### src/rtl/and16_arb_if.sv
// Requester and response channels shared by the and16 arbiter and its clients.
interface and16_arb_if #(
  parameter int unsigned N_REQ = 4
);
  localparam int unsigned IDW = $clog2(N_REQ);

  logic [N_REQ-1:0]    req_valid;
  logic [N_REQ-1:0]    req_ready;
  logic [16*N_REQ-1:0] req_a;
  logic [16*N_REQ-1:0] req_b;
  logic                rsp_valid;
  logic                rsp_ready;
  logic [15:0]         rsp_data;
  logic [IDW-1:0]      rsp_id;

  modport master (
    output req_valid, req_a, req_b, rsp_ready,
    input  req_ready, rsp_valid, rsp_data, rsp_id
  );

  modport slave (
    input  req_valid, req_a, req_b, rsp_ready,
    output req_ready, rsp_valid, rsp_data, rsp_id
  );
endinterface

### src/rtl/and16_arbiter.sv
// Shares one 16-bit AND datapath between N_REQ valid/ready requesters.
// AND16_ARB_ROUND_ROBIN_EN selects round-robin; otherwise fixed priority (lowest index wins).
module and16_arbiter #(
  parameter int unsigned N_REQ = 4
) (
  input logic       clk,
  input logic       reset,
  and16_arb_if.slave bus
);
  localparam int unsigned IDW = $clog2(N_REQ);

  typedef enum logic [0:0] {StIdle, StResp} state_e;

  state_e         state_q;
  logic [15:0]    a_q;
  logic [15:0]    b_q;
  logic [IDW-1:0] id_q;
  logic           can_accept;
  logic           found;
  logic           accept;
  logic [N_REQ-1:0] grant;
  logic [IDW-1:0] win;
  logic [IDW-1:0] sel;
`ifdef AND16_ARB_ROUND_ROBIN_EN
  logic [IDW-1:0] ptr_q;
  logic [IDW:0]   sum;
`endif

  assign can_accept = !reset && ((state_q == StIdle) || bus.rsp_ready);
  assign accept     = can_accept && found;

  // First valid requester found while scanning upward from the search start.
  always_comb begin
    grant = '0;
    win   = '0;
    found = 1'b0;
    sel   = '0;
`ifdef AND16_ARB_ROUND_ROBIN_EN
    sum   = '0;
`endif
    for (int unsigned k = 0; k < N_REQ; k++) begin
`ifdef AND16_ARB_ROUND_ROBIN_EN
      sum = (IDW+1)'(k) + {1'b0, ptr_q};
      if (sum >= (IDW+1)'(N_REQ)) sum = sum - (IDW+1)'(N_REQ);
      sel = sum[IDW-1:0];
`else
      sel = IDW'(k);
`endif
      if (!found && bus.req_valid[sel]) begin
        found      = 1'b1;
        win        = sel;
        grant[sel] = 1'b1;
      end
    end
  end

  assign bus.req_ready = can_accept ? grant : '0;
  assign bus.rsp_valid = (state_q == StResp);
  // The single shared AND16 datapath.
  assign bus.rsp_data  = a_q & b_q;
  assign bus.rsp_id    = id_q;

  always_ff @(posedge clk) begin
    if (reset) begin
      state_q <= StIdle;
      a_q     <= '0;
      b_q     <= '0;
      id_q    <= '0;
`ifdef AND16_ARB_ROUND_ROBIN_EN
      ptr_q   <= '0;
`endif
    end else if (accept) begin
      state_q <= StResp;
      a_q     <= bus.req_a[{win, 4'b0000} +: 16];
      b_q     <= bus.req_b[{win, 4'b0000} +: 16];
      id_q    <= win;
`ifdef AND16_ARB_ROUND_ROBIN_EN
      ptr_q   <= (32'(win) + 1 == N_REQ) ? '0 : win + 1'b1;
`endif
    end else if ((state_q == StResp) && bus.rsp_ready) begin
      state_q <= StIdle;
    end
  end
endmodule

### src/flat_wrapper.sv
// flat-port wrapper written by rule: the top's interface ports become plain ports
module and16_arbiter_flat 
#(
  parameter int unsigned N_REQ = 4
)
  (clk, reset, bus_req_valid, bus_req_a, bus_req_b, bus_rsp_ready, bus_req_ready, bus_rsp_valid, bus_rsp_data, bus_rsp_id);
  and16_arb_if #(.N_REQ(N_REQ)) bus_i ();
  input logic clk;
  input logic reset;
  input wire logic [$bits(bus_i.req_valid)-1:0] bus_req_valid;
  input wire logic [$bits(bus_i.req_a)-1:0] bus_req_a;
  input wire logic [$bits(bus_i.req_b)-1:0] bus_req_b;
  input wire logic [$bits(bus_i.rsp_ready)-1:0] bus_rsp_ready;
  output wire logic [$bits(bus_i.req_ready)-1:0] bus_req_ready;
  output wire logic [$bits(bus_i.rsp_valid)-1:0] bus_rsp_valid;
  output wire logic [$bits(bus_i.rsp_data)-1:0] bus_rsp_data;
  output wire logic [$bits(bus_i.rsp_id)-1:0] bus_rsp_id;
  assign bus_i.req_valid = bus_req_valid;
  assign bus_i.req_a = bus_req_a;
  assign bus_i.req_b = bus_req_b;
  assign bus_i.rsp_ready = bus_rsp_ready;
  assign bus_req_ready = bus_i.req_ready;
  assign bus_rsp_valid = bus_i.rsp_valid;
  assign bus_rsp_data = bus_i.rsp_data;
  assign bus_rsp_id = bus_i.rsp_id;
  and16_arbiter #(.N_REQ(N_REQ)) u_core (.clk(clk), .reset(reset), .bus(bus_i));
endmodule
### config.mk
export PLATFORM = sky130hd
export DESIGN_NAME = and16_arbiter_flat
export DESIGN_NICKNAME = d
export VERILOG_FILES = /design/src/rtl/and16_arb_if.sv /design/src/rtl/and16_arbiter.sv /design/src/flat_wrapper.sv
export SDC_FILE = /design/constraint.sdc
export NUM_CORES = 1
export LEC_CHECK = 0
export BUFFER_PORTS_ARGS = -buffer_cell sky130_fd_sc_hd__buf_2
export CAP_MARGIN = 30
export CORE_MARGIN = 2
export CORE_UTILIZATION = 35
export CTS_CLUSTER_SIZE = 8
export DETAILED_ROUTE_END_ITERATION = 6
export PLACE_DENSITY = 0.71
export RECOVER_POWER = 50
export SLEW_MARGIN = 20
export SYNTH_ARGS = -nofsm -noshare
export SYNTH_HDL_FRONTEND = slang
export SYNTH_SLANG_ARGS = --single-unit
### constraint.sdc
create_clock -name clk -period 2.7 [get_ports clk]
set_clock_uncertainty 0.1 [all_clocks]
set_input_delay 0.27 -clock clk [delete_from_list [all_inputs] [get_ports clk]]
set_output_delay 0.27 -clock clk [all_outputs]
set_load 0.02 [all_outputs]
==> results of run 1 <==
cell usage in the layout, fill, tap and decap left out, drive strengths merged:
| cell | n |
|---|---|
| a222oi | 1 |
| dfxtp | 35 |
| nor2b | 2 |
| or4 | 1 |
| and2 | 16 |
| nor2 | 35 |
| nor4b | 1 |
| clkinv | 1 |
| clkbuf | 28 |
| o221a | 1 |
| nand2 | 34 |
| and3 | 1 |
| or2 | 1 |
| buf | 145 |
| inv | 3 |
| a21oi | 65 |
| nand3b | 62 |
| nor4 | 2 |
| nand2b | 32 |
| o21ai | 3 |
| a211oi | 63 |
final timing paths:
path	to	slack [ns]	cells after the start	from
max	u_core.a_q[11]	0.60	7	bus_req_valid[1]
min	u_core.bus.rsp_id[1]	0.19	3	reset
max reg2reg	u_core.a_q[11]	1.24	5	u_core.bus.rsp_valid
min reg2reg	u_core.bus.rsp_id[0]	0.40	2	u_core.bus.rsp_id[0]
report_power, final:
group / internal [uW] / switching (uW)
clock: 181 / 183
sequential: 565 / 25.3
combinational: 217 / 263
total: 963 / 472
kinds of logic after synthesis:
kind of cell,synth area share (%)
AOI/OAI and AO/OA,34.43
and+or+nand+nor,34.39
DFF,21.99
buffers and inverters,9.187
metal layers:
metal | global-route usage [%] | wire, um
met5 | 0 | 0
met2 | 29.00 | 4093
met4 | 4.320 | 97
met1 | 23.29 | 4152
met3 | 2.600 | 572
layout make-up:
| cell class | instances | area share, % |
|---|---|---|
| clock buffer | 7 | 1.926 |
| clock inverter | 1 | 0.1263 |
| inverter | 3 | 0.2841 |
| multi-input combinational | 320 | 55.08 |
| sequential | 35 | 17.68 |
| tap | 108 | 3.409 |
| timing repair buffer | 166 | 21.50 |
flip-flops by register name (all words and copies together), names as in the netlist:
name	flops
u_core.bus.rsp_valid	1
u_core.bus.rsp_id	2
u_core.a_q	16
u_core.b_q	16
metrics by stage:
step	std cells	setup WS (ns)	power, uW
3_5_place_dp	632	0.6576	1089
6_report	640	0.5955	1434
2_1_floorplan	402	0.7271	927.4
4_1_cts	640	0.7310	1460
5_1_grt	640	0.5101	1531
3_3_place_gp	632	0.6770	1081
worst max-delay path, cell delays in order:
cell and delay (ns):
clkbuf_1 0.09, buf_4 0.30, nor4_1 0.92, nor2_4 0.06
buf_12 0.24, nor2_1 0.16, a211oi_2 0.06
==> out/results.ini, run 1 <==
[outcome]
status=completed

[global_routing]
grt_pass1_wl_um=14100
grt_pass1_vias=3007
antenna_found_initial=0
grt_overflow=0
grt_max_degree=68
track_usage_pct=17.28

[cells_and_area]
drive_above_1_share_pct=40.23
nets=666
areaGrowthSynthToFinish_pct=24.38
ff_latch_area_sq_um=700.7
multi_input_area_sq_um=2183
utilization_pct=45.23
final_cell_area_sq_um=3964
n_fill_cell=891
antennaDiodeCount=0

[die]
initial_core_util_pct=36.36
num_rows=34
core_sq_um=8763
die-area_sq_um=9884
die_h_um=99.42
pin_count=158
dieWidth_um=99.42

[logic_synthesis]
ys_ff_latch=35
yosys.area.top_type=dfxtp_1
synthCells=402
ys_seq_area_share_pct=21.99
ys_top_cells_by_area=dfxtp_1 22%, nand3b_1 15%, a211oi_2 12%, a21oi_2 8.2%, a211oi_1 7.8%
synthDistinctLibCells=28
synth_common_cells=62 x nand3b_1, 35 x a21oi_1, 35 x dfxtp_1
syn_nets=537
async_flop_share_pct=0
syn_area_per_cell_sq_um=7.927
ys.flop_type=dfxtp_1
synth_top_area_share_pct=21.99
synth-edff-count=0
synth-warning-count=0
mappedNetlistArea_sq_um=3187
yosysMostFrequentCell=nand3b_1

[setup_path]
crit_required_ns=2.75
cp-end-kind=flip-flop
critPathArrivalTime_ns=2.15
critPathKind=input pin to flip-flop
cp-start-kind=input pin
crit_fanout=67

[job]
drv_cap=0

[drt]
wl_per_cell_um=13.93
viasPerCell=5.164
num_vias=3305
drtIter0Drc=113
drt-total-wl_um=8915
ant_nets=0
post-route-drc-count=0
first_pass_iters=4

[clock_tree]
htreeDepth=2
cts_root_buffer=clkbuf_8
clock_sinks=35
postCtsResizedCells=0
post-cts-setup-buffers=0
cts_buffer_depth=2
cts_buffers=5
hold_buffers=0
insertion_delay_ns=0.28
path_clk_slew_ns=0.07
tritoncts=done

[placed_design]
place_congestion=0.8245
placed_area_sq_um=3924
portBuffers=157
hpwl_um=6659

[timing]
finalSetupViolations=0
rsz0062_at_grt=false
max_freq_mhz=475.2
worstMarginPinSlew_ns=1.017
drv_slew=0
final.period_utilization_pct=77.94
final-hold-violation-count=0
period_minus_slack_ns=2.105
fin_hold_ws_ns=0.1906
relSlewSlack_pct=31.55
setup_tns_ns=0

[worst_hold_path]
hp-class=input pin to flip-flop

[pwr]
ir_drop_v=0.0001689
cellPowerDensity_nw_per_um2=361.8
p_leak_uw=0.001566

Note: power is estimated with default switching activity, not from simulation.
==> run 2: changes to the inputs <==
--- a/config.mk
+++ b/config.mk
@@ -5,13 +5,14 @@
 export SDC_FILE = /design/constraint.sdc
 export NUM_CORES = 1
 export LEC_CHECK = 0
+export ABC_AREA = 1
 export BUFFER_PORTS_ARGS = -buffer_cell sky130_fd_sc_hd__buf_2
 export CAP_MARGIN = 30
 export CORE_MARGIN = 2
 export CORE_UTILIZATION = 35
 export CTS_CLUSTER_SIZE = 8
 export DETAILED_ROUTE_END_ITERATION = 6
-export PLACE_DENSITY = 0.71
+export PLACE_DENSITY = 0.73
 export RECOVER_POWER = 50
 export SLEW_MARGIN = 20
 export SYNTH_ARGS = -nofsm -noshare
==> constraint.sdc (replaced) <==
create_clock -name clk -period 2.1 [get_ports clk]
set_clock_uncertainty 0.1 [all_clocks]
set_input_delay 0.21 -clock clk [delete_from_list [all_inputs] [get_ports clk]]
set_output_delay 0.21 -clock clk [all_outputs]
set_load 0.02 [all_outputs]
==> run 2 against run 1 <==
Effect of this change: sequential cell count is the same; setup slack lost 0.11 ns; synthesized cell count grew 20%; clock power grew 27%.
==> out/results.ini, run 2 <==
[die]
die-area_sq_um=8728
initial_core_util_pct=36.22
num_rows=32
pin_count=158
die_h_um=93.43
core_sq_um=7727
dieWidth_um=93.43

[global_routing]
grt_overflow=0
track_usage_pct=19.90
grt_pass1_vias=3192
grt_max_degree=53
antenna_found_initial=0
grt_pass1_wl_um=14010

[drt]
first_pass_iters=5
ant_nets=0
post-route-drc-count=0
viasPerCell=4.856
drtIter0Drc=198
num_vias=3516
drt-total-wl_um=8887
wl_per_cell_um=12.27

[logic_synthesis]
syn_area_per_cell_sq_um=5.807
synth_common_cells=116 x nand2_1, 86 x inv_1, 68 x a21oi_1
synth_top_area_share_pct=25.03
synthDistinctLibCells=17
synth-warning-count=0
yosys.area.top_type=dfxtp_1
synth-edff-count=0
async_flop_share_pct=0
mappedNetlistArea_sq_um=2799
ys.flop_type=dfxtp_1
ys_ff_latch=35
syn_nets=617
synthCells=482
ys_top_cells_by_area=dfxtp_1 25%, nand2_1 16%, a21oi_1 12%, nand3_1 12%, inv_1 12%
ys_seq_area_share_pct=25.03
yosysMostFrequentCell=nand2_1

[cells_and_area]
n_fill_cell=849
antennaDiodeCount=0
multi_input_area_sq_um=1559
final_cell_mix=136 x buf_2, 115 x nand2_1, 87 x inv_1
final_common_cell=buf_2
final_cell_area_sq_um=3650
ff_latch_area_sq_um=700.7
drive_above_1_share_pct=25.40
areaGrowthSynthToFinish_pct=30.40
nets=756

[clock_tree]
cts_buffer_depth=2
clock_sinks=35
tritoncts=done
cts_buffers=5
hold_buffers=0
post-cts-setup-buffers=0
cts_root_buffer=clkbuf_8
htreeDepth=2
insertion_delay_ns=0.28
path_clk_slew_ns=0.07
postCtsResizedCells=0

[worst_hold_path]
whs_endpoint=u_core.bus.rsp_id[0]
min_from=reset
hold_depth=2
hp-class=input pin to flip-flop

[setup_path]
critPathKind=flip-flop to flip-flop
reg2reg_slack_ns=0.48
cp-end-kind=flip-flop
r2r_end=u_core.a_q[12]
critPathArrivalTime_ns=1.69
worstRegToRegCells=7
crit_fanout=52
crit_required_ns=2.17
cp-start-kind=flip-flop
reg2reg_from=u_core.bus.rsp_valid

[timing]
setup_ws_ns=0.4829
worstMarginPinSlew_ns=0.5926
final.period_utilization_pct=77.01
period_minus_slack_ns=1.617
setup_tns_ns=0
drv_slew=0
rsz0062_at_grt=false
max_freq_mhz=618.4
final-hold-violation-count=0
finalSetupViolations=0
relSlewSlack_pct=60.44

[pwr]
p_clk_share_pct=24.4
combinationalPowerShare_pct=32.7
ir_drop_v=0.0002804
power_switching_uw=644.4
power.internal_uw=1242
cellPowerDensity_nw_per_um2=516.9
pwr-share-seq_pct=42.9
p_leak_uw=0.002107
swShare_pct=34.16

[placed_design]
portBuffers=157
place_congestion=0.8383
hpwl_um=6486
placed_area_sq_um=3597
dp_slack_ns=0.4506

[outcome]
status=completed

[job]
drv_cap=0

[run 2: cell type report]
type | count | area share (%)
inverters | 89 | 9.153
clock inverters | 1 | 0.1371
repair buffers | 167 | 23.21
well taps | 102 | 3.497
multi-input cells | 323 | 42.72
clock buffers | 7 | 2.091
flip-flops and latches | 35 | 19.20
[run 2: power groups by stage]
stage                     Sequential, uW  Combinational (uW)  Clock [uW]
after floorplan                      805                 408           0
after global placement               821                 616           0
after detailed placement             821                 625           0
after CTS                            807                 629         481
after global routing                 818                 697         511
final                                809                 616         461
[run 2: how the worst max path moves through the flow]
stage | from | slack, ns | to | cells past startpoint
2_1_floorplan | u_core.bus.rsp_valid | 0.51 | bus_req_ready[2] | 3
3_3_place_gp | bus_req_valid[1] | 0.49 | u_core.a_q[11] | 8
4_1_cts | u_core.bus.rsp_valid | 0.46 | bus_req_ready[2] | 4
5_1_grt | u_core.bus.rsp_valid | 0.31 | u_core.b_q[2] | 7
3_5_place_dp | bus_req_valid[1] | 0.45 | u_core.b_q[2] | 8
6_report | u_core.bus.rsp_valid | 0.48 | u_core.a_q[12] | 7
[run 2: stage by stage]
step | util, % | cells | hold WS, ns | power, uW
2_1_floorplan | - | 482 | 0.1791 | 1213
3_3_place_gp | 46.55 | 716 | 0.3179 | 1438
3_5_place_dp | 46.55 | 716 | 0.3181 | 1447
4_1_cts | 47.60 | 724 | 0.01618 | 1917
5_1_grt | 47.23 | 724 | 0.02344 | 2026
6_report | 47.23 | 724 | 0.02142 | 1886
[run 2: critical path, stage by stage (launching register included)]
cell	delay [ns]
dfxtp_1	0.33
a21oi_1	0.19
nand2_1	0.10
inv_1	0.08
buf_4	0.42
nand3_1	0.14
nand2_1	0.09
a21oi_1	0.06
[run 2: cells by family after synthesis]
family | share of synthesized area, %
buf+inv | 19.27
flops | 25.03
simple gates | 37.33
compound gates | 18.37
[run 2: per-layer routing]
| layer | global-route usage (%) | routed length [um] | vias up |
|---|---|---|---|
| met5 | 0 | 0 | - |
| met2 | 33.03 | 4131 | 148 |
| met1 | 26.00 | 3940 | 1553 |
| li1 | - | - | 1804 |
| met4 | 6.127 | 136 | 0 |
| met3 | 3.868 | 679 | 11 |
==> run 3: changes to the inputs <==
--- a/config.mk
+++ b/config.mk
@@ -12,7 +12,7 @@
 export CORE_UTILIZATION = 35
 export CTS_CLUSTER_SIZE = 8
 export DETAILED_ROUTE_END_ITERATION = 6
-export PLACE_DENSITY = 0.73
+export PLACE_DENSITY = 0.75
 export RECOVER_POWER = 50
 export SLEW_MARGIN = 20
 export SYNTH_ARGS = -nofsm -noshare
==> constraint.sdc (replaced) <==
create_clock -name clk -period 1.3 [get_ports clk]
set_clock_uncertainty 0.1 [all_clocks]
set_input_delay 0.13 -clock clk [delete_from_list [all_inputs] [get_ports clk]]
set_output_delay 0.13 -clock clk [all_outputs]
set_load 0.02 [all_outputs]
==> run 3 against run 2 <==
Effect of this change: the run now ends with negative setup slack left; first-iteration DRC count grew 8.1%; sequential cell count did not move; sequential power up 64%; die area is the same; combinational power is 140% higher; cell area up 28%; total power grew 96%; clock power is 93% higher; clock-buffer cell count increased by 1; largest cell class unchanged.
==> out/results.ini, run 3 (synthesized netlist as in run 2, its figures left out) <==
[outcome]
status=complete, but fails checks
violations=negative setup slack

[timing]
period_minus_slack_ns=1.510
max_freq_mhz=662.3
final.period_utilization_pct=116.1
relSlewSlack_pct=75.54
setup_ws_ns=-0.2098
drv_slew=0
rsz0062_at_grt=true
worstMarginPinSlew_ns=0.3631
final-hold-violation-count=0
finalSetupViolations=38

[drt]
drt-total-wl_um=11090
post-route-drc-count=0
drtIter0Drc=214
ant_nets=0
wl_per_cell_um=14.60
num_vias=3825
wl_met2_um=5623
met3_length_um=818
drt-met1-wl_um=4529
viasPerCell=5.033
routed.top_layer=met4
first_pass_iters=5

[clock_tree]
insertion_delay_ns=0.29
tritoncts=done
cts_buffer_depth=2
cts_buffers=5
clock_sinks=35
hold_buffers=0
path_clk_slew_ns=0.07
cts_root_buffer=clkbuf_8
htreeDepth=2

[placed_design]
dp_slack_ns=-0.07388
hpwl_um=7120
portBuffers=157
dpl.cell_count=731
place_congestion=0.8269
placed_area_sq_um=3817

[die]
die-area_sq_um=8728
pin_count=158
die_h_um=93.43
dieWidth_um=93.43
num_rows=32
core_sq_um=7727
initial_core_util_pct=36.22

[pwr]
ir_drop_v=0.0004096
cellPowerDensity_nw_per_um2=791.1
p_leak_uw=0.002542

[setup_path]
cp-start-kind=flip-flop
crit_required_ns=1.38
critPathKind=flip-flop to flip-flop
cp-end-kind=flip-flop
critPathArrivalTime_ns=1.59
crit_fanout=5

[global_routing]
grt_max_degree=35
track_usage_pct=24.72
grt_pass1_wl_um=17040
grt_pass1_vias=3652
grt_overflow=0
antenna_found_initial=0

[cells_and_area]
areaGrowthSynthToFinish_pct=67.32
final_cell_area_sq_um=4683
nets=792
fin_cells=760
antennaDiodeCount=0
final_common_cell=buf_2
final_cell_mix=153 x buf_2, 95 x nand2_1, 85 x inv_1
drive_above_1_share_pct=43.77

[job]
drv_cap=0

[worst_hold_path]
hp-class=input pin to flip-flop

==> run 3: cell count changes in the layout (fill, tap and decap cells not counted), moves of 13 or more <==
| cell | before | now |
|---|---|---|
| clkbuf_1 | 23 | 1 |
| nand2_1 | 115 | 95 |
| a21oi_2 | 0 | 24 |
| a21oi_1 | 68 | 44 |
| buf_12 | 1 | 14 |
| nand3_1 | 65 | 47 |
| nand2_2 | 2 | 17 |
| nand3_2 | 1 | 14 |
| buf_2 | 136 | 153 |
==> run 3: worst max-delay path, stage by stage, from the launching register on <==
cell	delay [ns]
dfxtp_2	0.33
a21oi_2	0.13
buf_4	0.13
nand2_4	0.06
inv_8	0.09
buf_8	0.12
buf_12	0.13
buf_16	0.12
nand2_4	0.04
nand2_2	0.08
a21oi_2	0.05
==> run 3: layer usage <==
| metal | GRT usage [%] | up-vias |
|---|---|---|
| met5 | 0 | - |
| met4 | 7.843 | 0 |
| met3 | 3.626 | 11 |
| met2 | 43.71 | 173 |
| met1 | 30.71 | 1755 |
| li1 | - | 1886 |
==> run 3: area by class of cell <==
class                      instances  area [sq um]
tap                              102         127.6
multi-input combinational        323          1896
clock buffer                       8         100.1
timing repair buffer             203          1510
sequential                        35         703.2
fill                             717          3044
inverter                          89         346.6
==> run 3: worst paths after layout <==
path	startpoint	to	slack, ns	cells past startpoint
worst max-delay path	u_core.bus.rsp_valid	u_core.b_q[14]	-0.21	10
worst min-delay path	reset	u_core.bus.rsp_id[0]	0.03	3
worst max register to register	u_core.bus.rsp_valid	u_core.b_q[14]	-0.21	10
worst min register to register	u_core.bus.rsp_id[0]	u_core.bus.rsp_id[0]	0.39	2
==> run 3: what timing repair did <==
action                                  CTS  global route
endpoints found under the setup margin   38            39
resized for setup                        59            60
gates cloned                             12             1
buffers inserted                         16             2
pin swaps                                 9            20
==> run 3: per-stage QoR <==
step	hold slack (ns)	TNS, ns	total power, uW	utilization (%)
6_report	0.03233	-4.331	3705	60.61
5_1_grt	0.02797	-7.053	3902	60.61
4_1_cts	0.02239	-5.599	3683	59.41
3_5_place_dp	0.3223	-1.717	2435	49.40
3_3_place_gp	0.3127	-0.08993	2403	49.40
2_1_floorplan	0.09497	0	1962	-
==> run 3: report_power, final <==
group / total [uW] / internal (uW) / switching, uW
Sequential: 1330 / 1220 / 107
Combinational: 1490 / 713 / 774
Clock: 892 / 484 / 408
Total: 3700 / 2420 / 1290
